File: config.mk
export PLATFORM = sky130hd
export DESIGN_NAME = vx_gpr_bank_arbiter_flat
export DESIGN_NICKNAME = d
export VERILOG_FILES = /design/src/rtl/vx_gpr_bank_arbiter_pkg.sv /design/src/rtl/vx_gpr_bank_arbiter_if.sv /design/src/rtl/vx_rr_bank_select.sv /design/src/rtl/vx_gpr_bank_arbiter.sv /design/src/flat_wrapper.sv
export SDC_FILE = /design/constraint.sdc
export NUM_CORES = 1
export LEC_CHECK = 0
export CORE_AREA = 4 4 448 450
export DETAILED_ROUTE_END_ITERATION = 10
export DIE_AREA = 0 0 452 454
export PLACE_DENSITY_LB_ADDON = 0.05
export REMOVE_ABC_BUFFERS = 1
export SLEW_MARGIN = 20
export SYNTH_ARGS = -nofsm -noshare
export SYNTH_HDL_FRONTEND = slang
export SYNTH_HIERARCHICAL = 1
export SYNTH_SLANG_ARGS = --single-unit
export TNS_END_PERCENT = 5
File: constraint.sdc
create_clock -name clk -period 4.5 [get_ports clk]
set_input_delay 0.675 -clock clk [delete_from_list [all_inputs] [get_ports clk]]
set_output_delay 0.675 -clock clk [all_outputs]
set_load 0.005 [all_outputs]
File: src/rtl/vx_gpr_bank_arbiter_pkg.sv
// Shared sizes, request record and bank-mapping helpers for the GPR read arbiter.
package vx_gpr_bank_arbiter_pkg;

    localparam int NUM_REQS    = 4;
    localparam int NUM_BANKS   = 4;
    localparam int NR_BITS     = 6;
    localparam int WIS_W       = 2;
    localparam int TAG_W       = 4;
    localparam int DATA_W      = 128;
    localparam int BSEL_W      = $clog2(NUM_BANKS);
    localparam int BANK_ADDR_W = WIS_W + NR_BITS - BSEL_W;
    localparam int REQ_IDX_W   = (NUM_REQS > 1) ? $clog2(NUM_REQS) : 1;

    typedef logic [BSEL_W-1:0]      bank_sel_t;
    typedef logic [BANK_ADDR_W-1:0] bank_addr_t;
    typedef logic [REQ_IDX_W-1:0]   req_idx_t;

    typedef struct packed {
        logic [NR_BITS-1:0] rid;
        logic [WIS_W-1:0]   wis;
        logic [TAG_W-1:0]   tag;
    } gpr_req_t;

    // Registers are interleaved across banks by their low id bits.
    function automatic bank_sel_t bank_of(input logic [NR_BITS-1:0] rid);
        return rid[BSEL_W-1:0];
    endfunction

    // Row inside a bank: warp index on top, remaining register id bits below.
    function automatic bank_addr_t bank_addr(input logic [WIS_W-1:0]   wis,
                                             input logic [NR_BITS-1:0] rid);
        return {wis, rid[NR_BITS-1:BSEL_W]};
    endfunction

endpackage

File: src/rtl/vx_gpr_bank_arbiter_if.sv
// Request/response bus between the operand-collector slots and the GPR read arbiter.
interface vx_gpr_bank_arbiter_if;
    import vx_gpr_bank_arbiter_pkg::*;

    logic [NUM_REQS-1:0]         req_valid;
    logic [NUM_REQS*NR_BITS-1:0] req_rid;
    logic [NUM_REQS*WIS_W-1:0]   req_wis;
    logic [NUM_REQS*TAG_W-1:0]   req_tag;
    logic [NUM_REQS-1:0]         req_ready;

    logic [NUM_REQS-1:0]         rsp_valid;
    logic [NUM_REQS*TAG_W-1:0]   rsp_tag;
    logic [NUM_REQS*DATA_W-1:0]  rsp_data;

    // Collector side: issues requests, consumes responses.
    modport master (
        output req_valid, req_rid, req_wis, req_tag,
        input  req_ready, rsp_valid, rsp_tag, rsp_data
    );

    // Arbiter side.
    modport slave (
        input  req_valid, req_rid, req_wis, req_tag,
        output req_ready, rsp_valid, rsp_tag, rsp_data
    );

endinterface

File: src/rtl/vx_rr_bank_select.sv
// Round-robin winner selection for one GPR bank; owns that bank's rr pointer.
module vx_rr_bank_select
    import vx_gpr_bank_arbiter_pkg::*;
(
    input  logic                clk,
    input  logic                reset,
    input  logic [NUM_REQS-1:0] cand,
    output logic [NUM_REQS-1:0] grant_oh,
    output req_idx_t            grant_idx,
    output logic                ptr_upd
);

    req_idx_t rr_ptr;
    req_idx_t scan_idx;
    req_idx_t rr_ptr_nxt;

    // Scan from the farthest position back to rr_ptr so the nearest candidate at or after rr_ptr wins.
    always_comb begin
        grant_oh  = '0;
        grant_idx = '0;
        ptr_upd   = 1'b0;
        scan_idx  = '0;
        for (int k = NUM_REQS - 1; k >= 0; k--) begin
            scan_idx = req_idx_t'((int'(rr_ptr) + k) % NUM_REQS);
            if (cand[scan_idx]) begin
                grant_oh           = '0;
                grant_oh[scan_idx] = 1'b1;
                grant_idx          = scan_idx;
                ptr_upd            = 1'b1;
            end
        end
        rr_ptr_nxt = (int'(grant_idx) == NUM_REQS - 1) ? '0 : grant_idx + req_idx_t'(1);
    end

    // Pointer moves just past the winner; it holds when the bank is idle.
    always_ff @(posedge clk) begin
        if (reset) begin
            rr_ptr <= '0;
        end else if (ptr_upd) begin
            rr_ptr <= rr_ptr_nxt;
        end
    end

endmodule

File: src/rtl/vx_gpr_bank_arbiter.sv
// Shares the banked GPR read ports among the operand-collector requesters.
module vx_gpr_bank_arbiter
    import vx_gpr_bank_arbiter_pkg::*;
(
    input  logic                            clk,
    input  logic                            reset,
    vx_gpr_bank_arbiter_if.slave            gpr_if,
    output logic [NUM_BANKS-1:0]            bank_rd_en,
    output logic [NUM_BANKS*BANK_ADDR_W-1:0] bank_rd_addr,
    input  logic [NUM_BANKS*DATA_W-1:0]     bank_rd_data,
    output logic [31:0]                     perf_conflicts
);

    gpr_req_t            req [NUM_REQS];
    logic [NUM_REQS-1:0] cand [NUM_BANKS];
    logic [NUM_REQS-1:0] grant_oh [NUM_BANKS];
    req_idx_t            grant_idx [NUM_BANKS];
    logic [NUM_BANKS-1:0] grant_any;
    logic [NUM_REQS-1:0] req_ready_c;
    logic                conflict;

    logic [NUM_REQS-1:0] vld_p1;
    bank_sel_t           bank_p1 [NUM_REQS];
    logic [TAG_W-1:0]    tag_p1 [NUM_REQS];

    // Split the flat request bus into per-requester records.
    always_comb begin
        for (int r = 0; r < NUM_REQS; r++) begin
            req[r].rid = gpr_if.req_rid[r*NR_BITS +: NR_BITS];
            req[r].wis = gpr_if.req_wis[r*WIS_W +: WIS_W];
            req[r].tag = gpr_if.req_tag[r*TAG_W +: TAG_W];
        end
    end

    // Candidates per bank; reset masks every request so nothing is granted.
    always_comb begin
        for (int b = 0; b < NUM_BANKS; b++) begin
            cand[b] = '0;
            for (int r = 0; r < NUM_REQS; r++) begin
                cand[b][r] = gpr_if.req_valid[r] & ~reset & (bank_of(req[r].rid) == bank_sel_t'(b));
            end
        end
    end

    for (genvar b = 0; b < NUM_BANKS; b++) begin : g_bank
        vx_rr_bank_select u_sel (
            .clk       (clk),
            .reset     (reset),
            .cand      (cand[b]),
            .grant_oh  (grant_oh[b]),
            .grant_idx (grant_idx[b]),
            .ptr_upd   (grant_any[b])
        );
    end

    // Grants back to requesters and the winner's row address to each bank.
    always_comb begin
        req_ready_c  = '0;
        bank_rd_en   = '0;
        bank_rd_addr = '0;
        for (int b = 0; b < NUM_BANKS; b++) begin
            req_ready_c   = req_ready_c | grant_oh[b];
            bank_rd_en[b] = grant_any[b];
            if (grant_any[b]) begin
                bank_rd_addr[b*BANK_ADDR_W +: BANK_ADDR_W] =
                    bank_addr(req[grant_idx[b]].wis, req[grant_idx[b]].rid);
            end
        end
    end

    assign gpr_if.req_ready = req_ready_c;
    assign conflict         = |(gpr_if.req_valid & ~req_ready_c);

    // ---- stage p0 -> p1: response routing ----
    // Valid pulse and tag follow each grant by one cycle.
    always_ff @(posedge clk) begin
        if (reset) begin
            vld_p1 <= '0;
            for (int r = 0; r < NUM_REQS; r++) tag_p1[r] <= '0;
        end else begin
            vld_p1 <= req_ready_c;
            for (int r = 0; r < NUM_REQS; r++) begin
                if (req_ready_c[r]) tag_p1[r] <= req[r].tag;
            end
        end
    end

    // Remember which bank each granted requester read, to pick its RAM output.
    always_ff @(posedge clk) begin
        for (int r = 0; r < NUM_REQS; r++) begin
            if (req_ready_c[r]) bank_p1[r] <= bank_of(req[r].rid);
        end
    end

    // Responses; an in-flight response is dropped while reset is high.
    always_comb begin
        gpr_if.rsp_valid = vld_p1 & ~{NUM_REQS{reset}};
        gpr_if.rsp_tag   = '0;
        gpr_if.rsp_data  = '0;
        for (int r = 0; r < NUM_REQS; r++) begin
            gpr_if.rsp_tag[r*TAG_W +: TAG_W]   = tag_p1[r];
            gpr_if.rsp_data[r*DATA_W +: DATA_W] = bank_rd_data[int'(bank_p1[r])*DATA_W +: DATA_W];
        end
    end

    // Saturating count of cycles where some valid request was left waiting.
    always_ff @(posedge clk) begin
        if (reset) begin
            perf_conflicts <= '0;
        end else if (conflict && (perf_conflicts != 32'hFFFF_FFFF)) begin
            perf_conflicts <= perf_conflicts + 32'd1;
        end
    end

endmodule

File: src/flat_wrapper.sv
// flat-port wrapper written by rule: the top's interface ports become plain ports
module vx_gpr_bank_arbiter_flat import vx_gpr_bank_arbiter_pkg::*;
  (clk, reset, bank_rd_en, bank_rd_addr, bank_rd_data, perf_conflicts, gpr_if_req_valid, gpr_if_req_rid, gpr_if_req_wis, gpr_if_req_tag, gpr_if_req_ready, gpr_if_rsp_valid, gpr_if_rsp_tag, gpr_if_rsp_data);
  vx_gpr_bank_arbiter_if gpr_if_i ();
  input  logic clk;
  input  logic reset;
  output logic [NUM_BANKS-1:0] bank_rd_en;
  output logic [NUM_BANKS*BANK_ADDR_W-1:0] bank_rd_addr;
  input  logic [NUM_BANKS*DATA_W-1:0] bank_rd_data;
  output logic [31:0] perf_conflicts;
  input wire logic [$bits(gpr_if_i.req_valid)-1:0] gpr_if_req_valid;
  input wire logic [$bits(gpr_if_i.req_rid)-1:0] gpr_if_req_rid;
  input wire logic [$bits(gpr_if_i.req_wis)-1:0] gpr_if_req_wis;
  input wire logic [$bits(gpr_if_i.req_tag)-1:0] gpr_if_req_tag;
  output wire logic [$bits(gpr_if_i.req_ready)-1:0] gpr_if_req_ready;
  output wire logic [$bits(gpr_if_i.rsp_valid)-1:0] gpr_if_rsp_valid;
  output wire logic [$bits(gpr_if_i.rsp_tag)-1:0] gpr_if_rsp_tag;
  output wire logic [$bits(gpr_if_i.rsp_data)-1:0] gpr_if_rsp_data;
  assign gpr_if_i.req_valid = gpr_if_req_valid;
  assign gpr_if_i.req_rid = gpr_if_req_rid;
  assign gpr_if_i.req_wis = gpr_if_req_wis;
  assign gpr_if_i.req_tag = gpr_if_req_tag;
  assign gpr_if_req_ready = gpr_if_i.req_ready;
  assign gpr_if_rsp_valid = gpr_if_i.rsp_valid;
  assign gpr_if_rsp_tag = gpr_if_i.rsp_tag;
  assign gpr_if_rsp_data = gpr_if_i.rsp_data;
  vx_gpr_bank_arbiter u_core (.clk(clk), .reset(reset), .gpr_if(gpr_if_i), .bank_rd_en(bank_rd_en), .bank_rd_addr(bank_rd_addr), .bank_rd_data(bank_rd_data), .perf_conflicts(perf_conflicts));
endmodule
; ---- Yosys cells after proc, flatten, opt, wreduce, memory -nomap -nowiden
; Memories as Yosys holds them, arrays and structs flattened.
; Index checks and enable logic that the tools add are counted.
; W data, S select, Z words.
[op_classes]
n_addsub = 17
n_lt_le_gt_ge = 36
n_eq_ne = 17
shift = 4
n_mux = 154
bitwise = 36
reduce_logical = 22
[ops]
columns = operator, n
row1 = $shiftx A512 B10 Y128, 4
row2 = $bmux W12 S2, 4
row3 = $mux W12, 8
row4 = $mux W4, 20
row5 = $mux W1, 66
row6 = $lt A2 B3 Y1 const B, 16
row7 = $mux W2, 20
row8 = $add A32 B1 Y32 const B, 1
row9 = $bmux W1 S2, 16
row10 = $demux W1 S2, 16
row11 = $ge A2 B1 Y1 const B, 16
row12 = $ne A32 B32 Y1 const B, 1
row13 = $mux W6, 4
row14 = $and A1 B1 Y1, 20
row15 = $logic_and A1 B1 Y1, 17
row16 = $add A2 B1 Y2 const B, 8
row17 = $add A2 B2 Y2 const B, 8
row18 = $eq A2 B1 Y1 const B, 8
row19 = $eq A2 B2 Y1 const B, 8
row20 = $ge A3 B3 Y1 const B, 4
row21 = $not A2 Y3, 4
row22 = $or A4 B4 Y4, 3
row23 = $and A4 B4 Y4, 2
row24 = $logic_not A2 Y1, 4
row25 = 4 further kinds, 8
[totals]
reg_bits = 44
mem_bits_rw = 24
out_inout_bits = 596
wordCells = 294
n_memories = 2
[memory_table]
columns = name, words, word_bits, rd, rd_clocked_by_memory_dff, write_ports, line_no
row1 = u_core.tag_p1, 4, 4, 4, 0, 4, vx_gpr_bank_arbiter.sv:24  ; logic [TAG_W-1:0] tag_p1 [NUM_REQS];
row2 = u_core.bank_p1, 4, 2, 4, 0, 4, vx_gpr_bank_arbiter.sv:23  ; bank_sel_t bank_p1 [NUM_REQS];

; ---- Longest topological paths before layout
[depth]
word_depth = 16
mapped_depth = 17

; ---- Cells and area by module
; The synthesis kept the hierarchy.
[modules_own_cells]
columns = mod, instances, cells_each, area_per_inst_um2, seq_area_each_um2
row1 = vx_gpr_bank_arbiter, 1, 970, 15451.1, 1441.4
row2 = vx_rr_bank_select at u_core.g_bank[0].u_sel ..., 3, 82, 653.1, 40.0
row3 = vx_rr_bank_select at u_core.g_bank[3].u_sel, 1, 68, 601.8, 40.0

; ---- Least setup slack after synthesis
; Ideal clock, no wire load.
[synth_path]
kind = reg2reg
start = register u_core.g_bank[1].u_sel.rr_ptr[0]
end = register u_core.perf_conflicts[25]
t_arrival_ns = 3.842
setup_slack_ns = 0.535
stages_incl_launch_ff = 17
path_buffers = 3
synth_period_minus_slack_ns = 3.965
cell_sequence = dfxtp_1 buf_6 buf_2 inv_1 ha_1 clkbuf_1 mux4_2 inv_2 nor2_2 a22o_1 a221o_1 nor4_1 a22oi_1 nand2_2 nand2_1 or3_1 mux2_1
[synth_rtl]
columns = item, line_no
row1 = from (decl), vx_rr_bank_select.sv:13  ; req_idx_t rr_ptr;
row2 = from (signal assigned), vx_rr_bank_select.sv:40  ; rr_ptr <= rr_ptr_nxt;
row3 = to (signal assigned), vx_gpr_bank_arbiter.sv:111  ; perf_conflicts <= perf_conflicts + 32'd1;
row4 = to (decl), vx_gpr_bank_arbiter.sv:11  ; output logic [31:0] perf_conflicts

==> results.toml <==
[outcome]
status = "completed"

[timing]
final_hold_viol_count = 0
relSlewSlack_pct = 44.48
finalSetupViolCount = 0
slew_viol_final = 0
finalCriticalPeriod_ns = 4.381
rsz0062_at_grt = "true"
clock-skew-final_ns = 0.01990
fin_ws_ns = 0.1188
fmax_mhz = 228.2
tightest_slew_ns = 0.8328
whs_ns = 0.5383
final.period_utilization_pct = 97.36

[power_and_ir_drop]
leakage_nw = 11.15
seq_power_share_pct = 8.7
p_comb_share_pct = 81.6
internal-power_mw = 4.899
p_sw_mw = 3.713
p_sw_share_pct = 43.12
vdd_drop_max_uv = 152.4
power_density_nw_per_um2 = 250.7
p_clk_share_pct = 9.7
finalPower_mw = 8.612

[worst_setup_path]
cp_max_fo = 8
criticalPathCategory = "in -> out"
worstPathRequired_ns = 3.83
crit_path_start_kind = "primary input"
end_kind = "output pin"
arrival_ns = 3.71

[yosys]
ys_warn_count = 6
netlist_area_um2 = 18010
synth_flop_cell = "dfxtp_1"
synth_cells = 1284
synth_seq_area_share_pct = 8.891
ys_ff_latch = 68
synth_edf_count = 24
async_flop_share_pct = 0
syn_area_per_cell_um2 = 14.03
ys_types = 64
ys_top_cells_by_area = "mux4_2 68%, dfxtp_1 4.9%, edfxtp_1 4.0%"
yosysTopAreaCell = "mux4_2"
netlist.area_leader.share_pct = 67.77

[clock_network]
root_buffer = "clkbuf_16"
clk_pin_slew_worst_paths_ns = 0.07
clkSinkCount = 68
cts_max_level = 3
cts_buffers = 9
cts_buffer_depth = 2
cts_tree = "built"
hold_buffers = 0
clkLatencyLatePin_ns = 0.38

[min_path]
hold_path_class = "reg -> reg"

[placement]
gp_congestion = 0.9170
placed_cells = 5087
numPortBuffers = 1161
dp_hpwl_um = 151000
dp_worst_setup_slack_ns = -0.4568

[route]
drt_iter0_markers = 1278
drcViolationCount = 0
vias_per_cell = 3.896
drt_wl_total_um = 178900
vias = 19930
ant_nets = 0
firstDrtPassIters = 5
routedWlPerCell_um = 34.97

[die]
die-area_um2 = 205200
rows = 163
core_um2 = 196600
io-pin-count = 1162
initial_core_util_pct = 9.162
die_w_um = 452
die_y_um = 454

[global_route]
grt.overflow.total = 0
antenna_found_initial = 47
grt_pass1_wl_um = 229600
track_usage_pct = 16.59
first_global_vias = 20930
grt_max_degree = 55

[final_layout]
area_delta_synth_final_pct = 90.73
final_cell_mix = "1137 x clkdlybuf4s50_1, 542 x mux4_2, 130 x buf_4"
drive_gt1_share_pct = 31.50
nNetsFinal = 3064
final_common_cell = "clkdlybuf4s50_1"
layout.cells.non_filler = 5116

[flow_run]
maxCapViolations = 0
==> cell usage after synthesis, drive strengths merged (19+ instances only) <==
| library cell | n |
|---|---|
| mux4 | 542 |
| edfxtp | 24 |
| mux2i | 19 |
| inv | 34 |
| o21ai | 20 |
| nand2 | 33 |
| a21oi | 19 |
| clkbuf | 73 |
| nand4 | 21 |
| and2 | 40 |
| buf | 81 |
| nor2 | 71 |
| ha | 36 |
| xor2 | 19 |
| dfxtp | 44 |
==> layer usage <==
metal / global-route usage [%] / part of all wire, % / up-vias
met5: 0 / 0.13 / -
met4: 3.797 / 2.5 / 30
met3: 2.945 / 4.8 / 153
met2: 33.49 / 57 / 814
met1: 17.58 / 36 / 10810
li1: - / - / 8129
==> registers in the layout, indices dropped and copies added (netlist names) <==
register                    count
u_core/vld_p1                   4
u_core/perf_conflicts          32
u_core/bank_p1                  8
u_core/tag_p1                  16
u_core/g_bank.u_sel/rr_ptr      8
==> critical path, stage by stage <==
cell and delay, ns:
clkdlybuf4s50_1 0.43, nor2b_4 0.17, and3_2 0.26, mux4_2 0.51, nor2_1 0.13, o21ai_1 0.10, nand2_1 0.13, buf_12 0.15
mux4_2 0.50, and2_1 0.19, clkdlybuf4s50_1 0.45
==> final cells by class <==
type,count,area (µm²)
clock buffers,10,250.2
flip-flops and latches,68,1603
inverters,34,127.6
diodes,9,22.52
well taps,2640,3303
repair buffers,1321,13190
clock inverters,6,68.82
multi-input cells,1028,15790
fillers,21660,162200
==> power groups by stage <==
stage	Clock, mW	Sequential (mW)	Combinational, mW
2_1_floorplan	0	1.21	2.41
5_1_grt	0.917	0.759	7.36
3_3_place_gp	0	0.768	7.28
6_report	0.837	0.749	7.03
4_1_cts	0.912	0.755	7.29
3_5_place_dp	0	0.766	7.25
==> timing repair <==
action,4_1_cts,5_1_grt
endpoints found under the setup margin,37,38
resized for setup,32,39
pin swaps,2,6
setup buffers,3,1
==> path summary, 6_finish.rpt <==
kind                                                                to  slack (ns)                                     startpoint  cells past startpoint
worst min-delay path             u_core/perf_conflicts[1]$_SDFFE_PP0P_        0.54          u_core/perf_conflicts[1]$_SDFFE_PP0P_                      2
worst max-delay path                                  bank_rd_addr[20]        0.12                            gpr_if_req_valid[0]                     11
worst max register to register  u_core/perf_conflicts[18]$_SDFFE_PP0P_        0.63  u_core/g_bank[3].u_sel/rr_ptr[1]$_SDFFE_PP0P_                     16
worst min register to register   u_core/perf_conflicts[1]$_SDFFE_PP0P_        0.54          u_core/perf_conflicts[1]$_SDFFE_PP0P_                      2
==> cell families (layout without fill, tap and decap cells) <==
kind of cell	after synthesis	in the layout	share of synthesized area (%)
mux	564	564	69.22
simple gates	282	282	8.704
buf+inv	188	1371	4.473
compound gates	123	123	5.092
flops	68	68	8.891
fa+ha+maj	36	36	2.501
xor+xnor	23	23	1.118
other cells	0	9	0
==> metrics by stage <==
stage	util, %	TNS [ns]	cell area (µm²)
after global placement	17.17	-20.95	33760
final	17.47	0	34350
after global routing	17.46	-0.02619	34340
after floorplan	-	-948.56	17330
after detailed placement	17.17	-19.96	33770
after CTS	17.38	-2.026	34180
Note: power is estimated with default switching activity, not from simulation.
